**config.mk**
```make
export PLATFORM = sky130hd
export DESIGN_NAME = seg_scan
export DESIGN_NICKNAME = d
export VERILOG_FILES = /design/src/rtl/seg_pkg.sv /design/src/rtl/seg_scan_decode.sv /design/src/rtl/seg_scan.sv
export SDC_FILE = /design/constraint.sdc
export NUM_CORES = 1
export LEC_CHECK = 0
export CORE_MARGIN = 5
export CORE_UTILIZATION = 50
export DETAILED_ROUTE_END_ITERATION = 8
export GPL_TIMING_DRIVEN = 1
export PLACE_DENSITY = 0.75
export REMOVE_ABC_BUFFERS = 1
export SETUP_SLACK_MARGIN = 0.5
export SYNTH_ARGS = -nofsm -noshare
export SYNTH_HDL_FRONTEND = slang
export SYNTH_SLANG_ARGS = --single-unit
```
**constraint.sdc**
```tcl
create_clock -name i_clk -period 2.88 [get_ports i_clk]
set_clock_uncertainty 0.1 [all_clocks]
set_input_delay 0.72 -clock i_clk [delete_from_list [all_inputs] [get_ports i_clk]]
set_output_delay 0.72 -clock i_clk [all_outputs]
set_load 0.01 [all_outputs]
```
**src/rtl/seg_pkg.sv**
```systemverilog
// Shared constants and types for the six-digit multiplexed seven-segment driver.
package seg_pkg;

  localparam int unsigned NUM_DIGITS = 6;
  localparam int unsigned DATA_W     = 4 * NUM_DIGITS;

  localparam logic [7:0]            SEG_BLANK = 8'hFF;
  localparam logic [NUM_DIGITS-1:0] SEL_OFF   = 6'h3F;

  // Active-low gfedcba patterns, index 15 first.
  localparam logic [15:0][6:0] SEG_FONT = {
    7'h0E, 7'h06, 7'h21, 7'h46, 7'h03, 7'h08, 7'h10, 7'h00,
    7'h78, 7'h02, 7'h12, 7'h19, 7'h30, 7'h24, 7'h79, 7'h40
  };

  typedef logic [DATA_W-1:0] digits_t;

endpackage

```
**src/rtl/seg_scan_decode.sv**
```systemverilog
// Combinational hex nibble to active-low seven-segment pattern.
module seg_scan_decode
  import seg_pkg::*;
(
  input  logic [3:0] i_nibble,
  output logic [6:0] o_pattern
);

  assign o_pattern = SEG_FONT[i_nibble];

endmodule

```
**src/rtl/seg_scan.sv**
```systemverilog
// Six-digit common-anode scan driver with frame-aligned data transfer,
// dead-band anti-ghosting and leading-zero blanking.
module seg_scan
  import seg_pkg::*;
#(
  parameter int unsigned DIGITS   = NUM_DIGITS,
  parameter logic [15:0] SCAN_MAX = 16'd50_000,
  parameter logic [15:0] DEAD     = 16'd500
) (
  input  logic                  i_clk,
  input  logic                  i_rst_n,
  input  logic                  i_load,
  input  logic [DATA_W-1:0]     i_data,
  input  logic [NUM_DIGITS-1:0] i_point,
  input  logic                  i_lz_blank,
  input  logic                  i_en,
  output logic [NUM_DIGITS-1:0] o_sel,
  output logic [7:0]            o_seg,
  output logic                  o_frame_start
);

  localparam int unsigned      IDX_W    = (DIGITS > 1) ? $clog2(DIGITS) : 1;
  localparam logic [15:0]      CNT_TOP  = SCAN_MAX - 16'd1;
  localparam logic [15:0]      LIT_TOP  = SCAN_MAX - DEAD;
  localparam logic [IDX_W-1:0] IDX_LAST = IDX_W'(DIGITS - 1);

  logic [15:0]           r_cnt;
  logic [IDX_W-1:0]      r_idx;
  digits_t               r_shd_data, r_act_data;
  logic [NUM_DIGITS-1:0] r_shd_point, r_act_point;
  logic                  r_shd_lz, r_act_lz, r_pending;

  logic                  w_boundary, w_dead, w_point, w_blank;
  logic [3:0]            w_nibble;
  logic [6:0]            w_font;
  logic [NUM_DIGITS-1:0] w_lz_mask, w_sel_d;
  logic [7:0]            w_seg_d;

  assign w_boundary = (r_cnt == '0) && (r_idx == IDX_LAST);
  assign w_dead     = (r_cnt >= LIT_TOP);

  always_ff @(posedge i_clk or negedge i_rst_n) begin
    if (!i_rst_n) begin
      r_cnt <= CNT_TOP;
      r_idx <= '0;
    end else if (r_cnt == '0) begin
      r_cnt <= CNT_TOP;
      r_idx <= (r_idx == IDX_LAST) ? '0 : r_idx + IDX_W'(1);
    end else begin
      r_cnt <= r_cnt - 16'd1;
    end
  end

  // A load on the boundary cycle lands in shadow after active took the old shadow.
  always_ff @(posedge i_clk or negedge i_rst_n) begin
    if (!i_rst_n) begin
      r_shd_data  <= '0;
      r_shd_point <= '0;
      r_shd_lz    <= 1'b0;
      r_act_data  <= '0;
      r_act_point <= '0;
      r_act_lz    <= 1'b0;
      r_pending   <= 1'b0;
    end else begin
      if (w_boundary && r_pending) begin
        r_act_data  <= r_shd_data;
        r_act_point <= r_shd_point;
        r_act_lz    <= r_shd_lz;
        r_pending   <= 1'b0;
      end
      if (i_load) begin
        r_shd_data  <= i_data;
        r_shd_point <= i_point;
        r_shd_lz    <= i_lz_blank;
        r_pending   <= 1'b1;
      end
    end
  end

  // Digit i is blanked when it and every digit above it hold zero.
  always_comb begin
    logic v_zero_above;
    v_zero_above = 1'b1;
    w_lz_mask    = '0;
    for (int i = NUM_DIGITS - 1; i >= 0; i--) begin
      v_zero_above = v_zero_above & (r_act_data[4*i +: 4] == 4'h0);
      w_lz_mask[i] = r_act_lz && v_zero_above && (i != 0);
    end
  end

  always_comb begin
    w_nibble = '0;
    w_point  = 1'b0;
    w_blank  = 1'b0;
    for (int i = 0; i < NUM_DIGITS; i++) begin
      if (r_idx == IDX_W'(i)) begin
        w_nibble = r_act_data[4*i +: 4];
        w_point  = r_act_point[i];
        w_blank  = w_lz_mask[i];
      end
    end
  end

  seg_scan_decode u_decode (
    .i_nibble  (w_nibble),
    .o_pattern (w_font)
  );

  always_comb begin
    w_sel_d = SEL_OFF;
    w_seg_d = SEG_BLANK;
    if (i_en && !w_dead) begin
      w_sel_d = ~(NUM_DIGITS'(1) << r_idx);
      w_seg_d = {~w_point, w_blank ? 7'h7F : w_font};
    end
  end

  always_ff @(posedge i_clk or negedge i_rst_n) begin
    if (!i_rst_n) begin
      o_sel         <= SEL_OFF;
      o_seg         <= SEG_BLANK;
      o_frame_start <= 1'b0;
    end else begin
      o_sel         <= w_sel_d;
      o_seg         <= w_seg_d;
      o_frame_start <= w_boundary;
    end
  end

endmodule

```
==> results of run 1 <==
[cells in the mapped netlist, drive strengths merged, types with 3 or more instances]
library cell,n,area (um^2)
buf,13,96.3
nand2b,4,25.0
mux2i,11,110
xor2,6,52.6
nor2b,5,31.3
o211ai,4,30.0
and2,4,25.0
inv,10,37.5
nor3,3,15.0
nor2,13,56.3
nor4,8,80.1
a31oi,3,18.8
mux2,65,732
nand2,24,90.1
xnor2,5,43.8
dfrtp,74,1850
clkbuf,5,18.8
o21ai,9,45.0
ha,8,100
nand3,7,40.0
dfstp,23,604
a21oi,9,45.0
[layer usage]
metal,vias to the layer above,share of wire (%)
met5,-,0
met4,0,2.1
met3,16,4.6
met2,82,47
met1,1436,46
li1,1337,-
[kinds of logic (layout without fill, tap and decap cells)]
logic type / Yosys count / after routing / synth area share, %
AO/OA/AOI/OAI: 43 / 43 / 6.48
XOR/XNOR: 11 / 11 / 2.19
adder cells (fa/ha/maj): 8 / 8 / 2.27
buffers and inverters: 28 / 93 / 3.47
flip-flops: 97 / 97 / 55.8
multiplexers: 76 / 76 / 19.1
AND/OR/NAND/NOR: 80 / 81 / 10.7
[registers in the layout (all words and copies together), names as in the netlist, 3 cells and up]
signal       flops
o_seg            8
o_sel            6
r_act_data      24
r_act_point      6
r_cnt           16
r_idx            3
r_shd_data      24
r_shd_point      6
[critical path: stages, from the launching register on]
cell     delay (ps)
dfrtp_2         460
and2b_1         380
mux2i_1         250
a31oi_1          90
buf_4           180
ha_1            290
mux2i_1         160
o32a_1          190
nand2_1          70
[placed cells by master (no fill, tap or decap), drive strengths merged, types with 5 or more instances in the layout]
cell type,n
buf,19
xnor2,5
nor4,8
mux2,65
ha,8
mux2i,11
dfstp,23
nor2b,5
clkdlybuf4s50,48
inv,11
a21oi,9
clkbuf,10
nand2,24
nor2,13
o21ai,9
xor2,6
dfrtp,74
nand3,7
[stage by stage]
| stage | instance area, um^2 | hold WS (ps) | total power [uW] |
|---|---|---|---|
| 2_1_floorplan | 4290 | 324 | 1490 |
| 3_3_place_gp | 5000 | 344 | 1590 |
| 3_5_place_dp | 5000 | 355 | 1590 |
| 4_1_cts | 5300 | 243 | 2580 |
| 5_1_grt | 5380 | 267 | 2650 |
| 6_report | 5380 | 231 | 2550 |
[layout make-up]
class                           count  area (um^2)
Clock buffer                       10          138
Clock inverter                      6         88.8
Fill cell                         676         3260
Inverter                           10         37.5
Multi-Input combinational cell    219         1850
Sequential cell                    97         2460
Tap cell                          108          135
Timing Repair Buffer               67          664
[how the worst max path moves through the flow]
stage                                    start                    endpoint  slack (ps)
after CTS                 r_idx[1]$_DFFE_PN0P_          o_seg[1]$_DFF_PN1_         520
final                     r_idx[1]$_DFFE_PN0P_          o_seg[1]$_DFF_PN1_         630
after global placement      r_cnt[0]$_DFF_PN1_   r_act_data[1]$_DFFE_PN0P_         290
after detailed placement    r_cnt[0]$_DFF_PN1_  r_act_point[0]$_DFFE_PN0P_         250
after floorplan           r_idx[0]$_DFFE_PN0P_          o_seg[3]$_DFF_PN1_         120
after global routing      r_idx[0]$_DFFE_PN0P_          o_seg[3]$_DFF_PN1_         480
[power by group through the flow]
stage          registers, uW  clock network [uW]  logic [uW]
6_report                1430                 986         131
5_1_grt                 1440                1070         145
4_1_cts                 1430                1010         135
3_5_place_dp            1460                   0         135
3_3_place_gp            1450                   0         130
2_1_floorplan           1450                   0        46.5
[repair_timing]
item	in CTS	in global routing
pin swaps	2	1
endpoints found under the setup margin	36	38
cloned	1	0
buffers inserted	3	5
endpoints found under the hold margin	0	0
gates resized for setup	4	9
==> results.json, run 1 <==
{
  "status": "completed",
  "grt_max_degree": 56,
  "antenna_cells": 0,
  "p_per_area_nw_per_um2": 474,
  "clkTransAtPathRegs_ps": 100,
  "clk_latency_ps": 360,
  "syn_inst": 343,
  "p_int_uw": 2000,
  "crit_fanout": 9,
  "grt_pass1_vias": 2851,
  "antenna_found_initial": 0,
  "synth_cell_types": 52,
  "grt_usage_pct": 16.1,
  "drive_gt1_share_pct": 35.2,
  "reg2reg_slack_ps": 630,
  "synth-seq-cells": 97,
  "finalHoldViolCount": 0,
  "synthArstFlopShare_pct": 100,
  "htreeDepth": 3,
  "cts_sinks": 97,
  "final_util_pct": 62.3,
  "leakage_uw": 0.00237,
  "synth_edf_count": 0,
  "place_ws_ps": 246,
  "hpwl_um": 5670,
  "yosys_warnings": 0,
  "clockRootBuffer": "clkbuf_8",
  "p_switching_uw": 545,
  "nNetsFinal": 447,
  "max-clock-path-buffers": 2,
  "grt.met1_usage_pct": 22.4,
  "ant_nets": 0,
  "clockPowerShare_pct": 38.7,
  "ys_seq_area_share_pct": 55.8,
  "top_usage_layer": "met2",
  "vias_per_cell": 5.55,
  "drc": 0,
  "pwr-share-seq_pct": 56.2,
  "dr_total_vias": 2871,
  "holdCritPathClass": "primary input to asynchronous set/reset pin",
  "grt-ovfl-total": 0,
  "netlist_area_um2": 4400,
  "wl_um": 8450,
  "dieWidth_um": 104,
  "place_inst": 492,
  "worstMarginPinSlew_ps": 563,
  "fin_crit_ps": 2250,
  "final-max-slew-violation-count": 0,
  "irDropWorstVdd_uv": 323,
  "instances_no_fill": 517,
  "period_share_pct": 78.0,
  "initial_core_util_pct": 51.0,
  "wire_per_inst_um": 16.3,
  "io_pins": 50,
  "pwr-share-comb_pct": 5.1,
  "placement.io_buffers": 49,
  "core_um2": 8640,
  "switching_share_pct": 21.4,
  "use_met3_pct": 3.17,
  "arrival_ps": 2430,
  "syn_to_final_growth_pct": 22.1,
  "maxCapViolations": 0,
  "rsz0062_at_grt": "yes",
  "regToRegEndpoint": "o_seg[1]$_DFF_PN1_",
  "cts_tree": "built",
  "start_kind": "flop",
  "tns_ps": 0,
  "drt_iter0_markers": 137,
  "dr.pass1.iters": 4,
  "setup_viol": 0,
  "fmax_ghz": 0.445,
  "end_kind": "flop",
  "crit_required_ps": 3060,
  "die-area_um2": 10800,
  "cts_made_buffers": 9,
  "die_h_um": 104,
  "grt_util_met2_pct": 24.8,
  "finalWorstSetupSlack_ps": 634,
  "crit-reg2reg-launch": "r_idx[1]$_DFFE_PN0P_",
  "gp_congestion": 0.880,
  "worstRegToRegCells": 8,
  "syn_area_per_cell_um2": 12.8,
  "slew_headroom_pct": 62.5,
  "grt_pass1_wl_um": 14300,
  "hold_buffers": 0,
  "criticalPathCategory": "flop to flop",
  "synth_flop_cell": "dfrtp_1",
  "num_rows": 34
}
Note: power is estimated with default switching activity, not from simulation.
==> run 2, diff against run 1 <==
==> constraint.sdc (replaced) <==
create_clock -name i_clk -period 1.9 [get_ports i_clk]
set_clock_uncertainty 0.1 [all_clocks]
set_input_delay 0.475 -clock i_clk [delete_from_list [all_inputs] [get_ports i_clk]]
set_output_delay 0.475 -clock i_clk [all_outputs]
set_load 0.01 [all_outputs]
==> run 2 against run 1 <==
Net effect: the run now ends with negative setup slack left; maximum frequency up 0.64%; sequential share of layout area down 8.3 points; setup slack worse by 970 ps; sequential power up 52%; cell count up 15%; total power up 53%.
==> results.json, run 2 (synthesis results as in run 1) <==
{
  "status": "finished with violations",
  "violations": "negative setup slack",
  "core_um2": 8640,
  "num_rows": 34,
  "placement.io_buffers": 49,
  "hp-start": "r_shd_data[7]$_DFFE_PN0P_",
  "n_fill_cell": 505,
  "ant_nets": 0,
  "crit-reg2reg-launch": "r_idx[0]$_DFFE_PN0P_",
  "die-area_um2": 10800,
  "nNetsFinal": 527,
  "fin_crit_ps": 2230,
  "fmax_ghz": 0.448,
  "grt-ovfl-total": 0,
  "dr_total_vias": 3292,
  "cp-startpoint": "r_idx[0]$_DFFE_PN0P_",
  "wire_per_inst_um": 19.3,
  "drc": 0,
  "antenna_cells": 0,
  "worstMarginPinSlew_ps": 532,
  "die_h_um": 104,
  "syn_to_final_growth_pct": 49.2,
  "final_common_cell": "dfrtp_1",
  "max-clock-path-buffers": 2,
  "crit_required_ps": 2090,
  "dieWidth_um": 104,
  "arrival_ps": 2420,
  "leakage_uw": 0.00293,
  "p_per_area_nw_per_um2": 593,
  "final-max-slew-violation-count": 0,
  "grt_max_degree": 32,
  "slew_headroom_pct": 64.2,
  "fin_hold_ws_ps": 407,
  "end_kind": "flop",
  "gp_congestion": 0.792,
  "criticalPathCategory": "flop to flop",
  "cts_tree": "built",
  "irDropWorstVdd_uv": 565,
  "cts_sinks": 97,
  "grt_usage_pct": 20.6,
  "wl_um": 11500,
  "rsz0062_at_grt": "yes",
  "crit_fanout": 6,
  "hpwl_um": 6400,
  "drive_gt1_share_pct": 61.3,
  "path_delay_family": "compound AO/OA/AOI/OAI gates",
  "initial_core_util_pct": 51.0,
  "drt_iter0_markers": 93,
  "period_share_pct": 117,
  "setup_viol": 45,
  "dr.pass1.iters": 4,
  "clockRootBuffer": "clkbuf_8",
  "finalWorstSetupSlack_ps": -332,
  "finalHoldViolCount": 0,
  "cts_made_buffers": 9,
  "start_kind": "flop",
  "holdCritPathClass": "flop to flop",
  "worst-path-buf-inv": 1,
  "layout_common_cells": "dfrtp_1, buf_4, mux2_2",
  "cp_cell_sequence": "and2_4, ha_4, o211ai_1, o31ai_4, a21oi_4, buf_6, ha_2, nand2_1, o211a_1, o21ai_2",
  "top_regs": "r_act_data x24, r_shd_data x24, r_cnt x16",
  "antenna_found_initial": 0,
  "grt_pass1_vias": 3573,
  "vias_per_cell": 5.51,
  "htreeDepth": 3,
  "io_pins": 50,
  "power_uw": 3900,
  "maxCapViolations": 0,
  "clkTransAtPathRegs_ps": 100,
  "slowest_stage": "dfrtp_2",
  "grt_pass1_wl_um": 18000,
  "clk_latency_ps": 360,
  "cp_slowest_stage_delay_ps": 450
}
run 2: layout make-up:
class                   instances  area, um^2  area share (%)
flip-flops and latches         97        2460            37.4
multi-input cells             218        2210            33.7
repair buffers                148        1500            22.9
clock buffers                  12         145            2.21
well taps                     108         135            2.06
clock inverters                 4        76.3            1.16
inverters                      10        37.5           0.571
run 2: path summary, 6_finish.rpt:
check,endpoint,slack (ps),cells after the start
max,o_seg[3]$_DFF_PN1_,-330,10
min,r_act_data[7]$_DFFE_PN0P_,410,1
max reg2reg,o_seg[3]$_DFF_PN1_,-330,10
min reg2reg,r_act_data[7]$_DFFE_PN0P_,410,1
max in group asynchronous,r_shd_data[12]$_DFFE_PN0P_,700,3
min in group asynchronous,r_cnt[10]$_DFF_PN0_,440,2
run 2: repair_timing:
item,4_1_cts,5_1_grt
pin swaps,29,21
buffers inserted,22,12
endpoints found under the hold margin,7,0
gates resized for setup,163,50
cloned,5,1
hold buffers,1,0
setup endpoints to repair,94,92
run 2: worst register-to-register path: stages, from the launching register on:
cell and delay, ps:
dfrtp_2 450, and2_4 150, ha_4 190, o211ai_1 170, o31ai_4 140, a21oi_4 240, buf_6 170, ha_2 210
nand2_1 60, o211a_1 120, o21ai_2 160
run 2: power breakdown:
part           internal (uW)  switching (uW)
Sequential              2130            36.8
Clock                    782             712
Combinational            150            83.4
run 2: metal layers:
| layer | track usage [%] | wire [um] | up-vias |
|---|---|---|---|
| li1 | - | - | 1506 |
| met1 | 24.9 | 4790 | 1649 |
| met5 | 0 | 0 | - |
| met4 | 8.97 | 484 | 0 |
| met3 | 4.73 | 463 | 40 |
| met2 | 35.0 | 5810 | 97 |
run 2: per-stage QoR:
| step | setup TNS (ps) | area, um^2 | setup slack (ps) | utilization, % | std cells |
|---|---|---|---|---|---|
| after global routing | -9560 | 6570 | -404 | 76.1 | 597 |
| after global placement | -9220 | 5410 | -306 | 62.6 | 540 |
| final | -7180 | 6570 | -332 | 76.1 | 597 |
| after detailed placement | -11260 | 5410 | -417 | 62.6 | 540 |
| after CTS | -6010 | 6290 | -210 | 72.8 | 584 |
| after floorplan | -22270 | 4290 | -857 | - | 325 |
==> run 3, diff against run 2 <==
--- a/config.mk
+++ b/config.mk
@@ -10,7 +10,6 @@
 export DETAILED_ROUTE_END_ITERATION = 8
 export GPL_TIMING_DRIVEN = 1
 export PLACE_DENSITY = 0.75
-export REMOVE_ABC_BUFFERS = 1
 export SETUP_SLACK_MARGIN = 0.5
 export SYNTH_ARGS = -nofsm -noshare
 export SYNTH_HDL_FRONTEND = slang
==> run 3 against run 2 <==
Net effect: first-iteration DRC count grew 41%; critical path depth stayed put; the flow still finishes with violations (negative setup slack); setup slack gained 100 ps; clock-buffer cell count is 1 lower; clock power increased by 3%; sequential cell count is the same; routed wire length down 4.7%; sequential share of layout area is 0.65 points higher; register-to-register slack better by 100 ps.
==> results.json, run 3 (synthesis results as in run 1) <==
{
  "path_delay_family": "compound AO/OA/AOI/OAI gates",
  "finalWorstSetupSlack_ps": -231,
  "fmax_ghz": 0.469,
  "grt_util_met2_pct": 32.4,
  "fin_crit_ps": 2130,
  "final_util_pct": 74.8,
  "dieWidth_um": 104,
  "period_share_pct": 112,
  "fin_hold_ws_ps": 22.5,
  "max-clock-path-buffers": 2,
  "grt_usage_pct": 19.4,
  "grt.met1_usage_pct": 25.2,
  "leakage_uw": 0.00283,
  "multi_input_area_um2": 2270,
  "top_regs": "r_act_data x24, r_shd_data x24, r_cnt x16",
  "violations": "negative setup slack",
  "seq_area_um2": 2460,
  "pwr-share-comb_pct": 5.3,
  "setup_viol": 49,
  "antenna_found_initial": 0,
  "clockRootBuffer": "clkbuf_8",
  "cts_sinks": 97,
  "final-max-slew-violation-count": 0,
  "grt-ovfl-total": 0,
  "final_common_cell": "dfrtp_1",
  "clkTransAtPathRegs_ps": 100,
  "syn_nets": 386,
  "worstMarginPinSlew_ps": 502,
  "grt_max_degree": 98,
  "power_uw": 3910,
  "clockPowerShare_pct": 39.2,
  "clk_latency_ps": 370,
  "gp_congestion": 0.859,
  "start_kind": "flop",
  "rsz0062_at_grt": "yes",
  "wl_um": 11000,
  "grt_pass1_vias": 3368,
  "grt_pass1_wl_um": 17000,
  "arrival_ps": 2330,
  "layout_common_cells": "dfrtp_1, mux2_2, buf_4",
  "pwr-share-seq_pct": 55.4,
  "worst-path-buf-inv": 2,
  "cpMostUsedCell": "ha_4",
  "placement.io_buffers": 49,
  "drive_gt1_share_pct": 61.2,
  "ant_nets": 0,
  "criticalPathCategory": "flop to flop",
  "p_int_uw": 3050,
  "nNetsFinal": 510,
  "switching_share_pct": 22.0,
  "slowest_stage": "dfrtp_2",
  "use_met3_pct": 3.86,
  "crit-reg2reg-launch": "r_idx[1]$_DFFE_PN0P_",
  "dr.pass1.iters": 4,
  "drt_iter0_markers": 131,
  "cp_slowest_stage_delay_ps": 450,
  "cp-startpoint": "r_idx[1]$_DFFE_PN0P_",
  "core_um2": 8640,
  "drc": 0,
  "p_switching_uw": 858,
  "holdCritPathClass": "primary input to asynchronous set/reset pin",
  "wire_per_inst_um": 19.0,
  "vias_per_cell": 5.61,
  "dr_total_vias": 3255,
  "syn_to_final_growth_pct": 46.8,
  "io_pins": 50,
  "die-area_um2": 10800,
  "initial_core_util_pct": 51.0,
  "num_rows": 34,
  "crit_required_ps": 2100,
  "status": "finished with violations",
  "die_h_um": 104,
  "top_usage_layer": "met2",
  "cp_cell_sequence": "and2_4, ha_4, o31ai_2, a21oi_2, buf_4, inv_2, ha_4, nor2b_1, a211oi_2, o21ai_1",
  "maxCapViolations": 0,
  "crit_fanout": 7,
  "end_kind": "flop",
  "finalHoldViolCount": 0,
  "antenna_cells": 0,
  "irDropWorstVdd_uv": 429,
  "hpwl_um": 6070,
  "cts_made_buffers": 9,
  "p_per_area_nw_per_um2": 605,
  "htreeDepth": 3,
  "n_fill_cell": 520,
  "slew_headroom_pct": 66.5,
  "cts_tree": "built"
}
-- run 3: repair_timing --
action / 4_1_cts / 5_1_grt
setup endpoints to repair: 78 / 79
buffers inserted: 19 / 11
pin swaps: 34 / 16
hold buffers: 0 / 0
cloned: 6 / 1
resized for setup: 157 / 42
-- run 3: per-stage QoR --
| stage | worst slack [ps] | area (um^2) | TNS, ps | instances |
|---|---|---|---|---|
| 5_1_grt | -374 | 6460 | -11660 | 580 |
| 4_1_cts | -202 | 6160 | -7590 | 568 |
| 3_3_place_gp | -186 | 5370 | -3100 | 527 |
| 2_1_floorplan | -595 | 4530 | -5940 | 343 |
| 6_report | -231 | 6460 | -7990 | 580 |
| 3_5_place_dp | -337 | 5370 | -4490 | 527 |
-- run 3: path summary, 6_finish.rpt --
path                                             endpoint  slack (ps)  depth (start not counted)
worst max-delay path                   o_seg[3]$_DFF_PN1_        -230                         10
worst min-delay path                  r_cnt[12]$_DFF_PN0_          20                          2
worst max register to register         o_seg[3]$_DFF_PN1_        -230                         10
worst min register to register  r_shd_data[6]$_DFFE_PN0P_         410                          1
max in group asynchronous              o_seg[7]$_DFF_PN1_        1260                          2
min in group i_clk              r_shd_data[6]$_DFFE_PN0P_         410                          1
-- run 3: cell type report --
cell class | instances | area share (%)
clock buffer | 11 | 2.19
inverter | 10 | 0.620
timing repair buffer | 131 | 20.6
multi-input combinational | 218 | 35.1
clock inverter | 5 | 1.32
tap | 108 | 2.09
sequential | 97 | 38.1
-- run 3: power by group through the flow --
| stage | sequential, uW | combinational [uW] | clock, uW |
|---|---|---|---|
| 4_1_cts | 2170 | 215 | 1550 |
| 3_3_place_gp | 2200 | 201 | 0 |
| 2_1_floorplan | 2190 | 83.7 | 0 |
| 6_report | 2170 | 209 | 1530 |
| 3_5_place_dp | 2210 | 206 | 0 |
| 5_1_grt | 2180 | 231 | 1650 |
-- run 3: per-layer routing --
| metal | part of all wire, % | routed length, um |
|---|---|---|
| met3 | 4.6 | 502 |
| met1 | 42 | 4650 |
| met5 | 0 | 0 |
| met4 | 2.6 | 283 |
| met2 | 51 | 5560 |
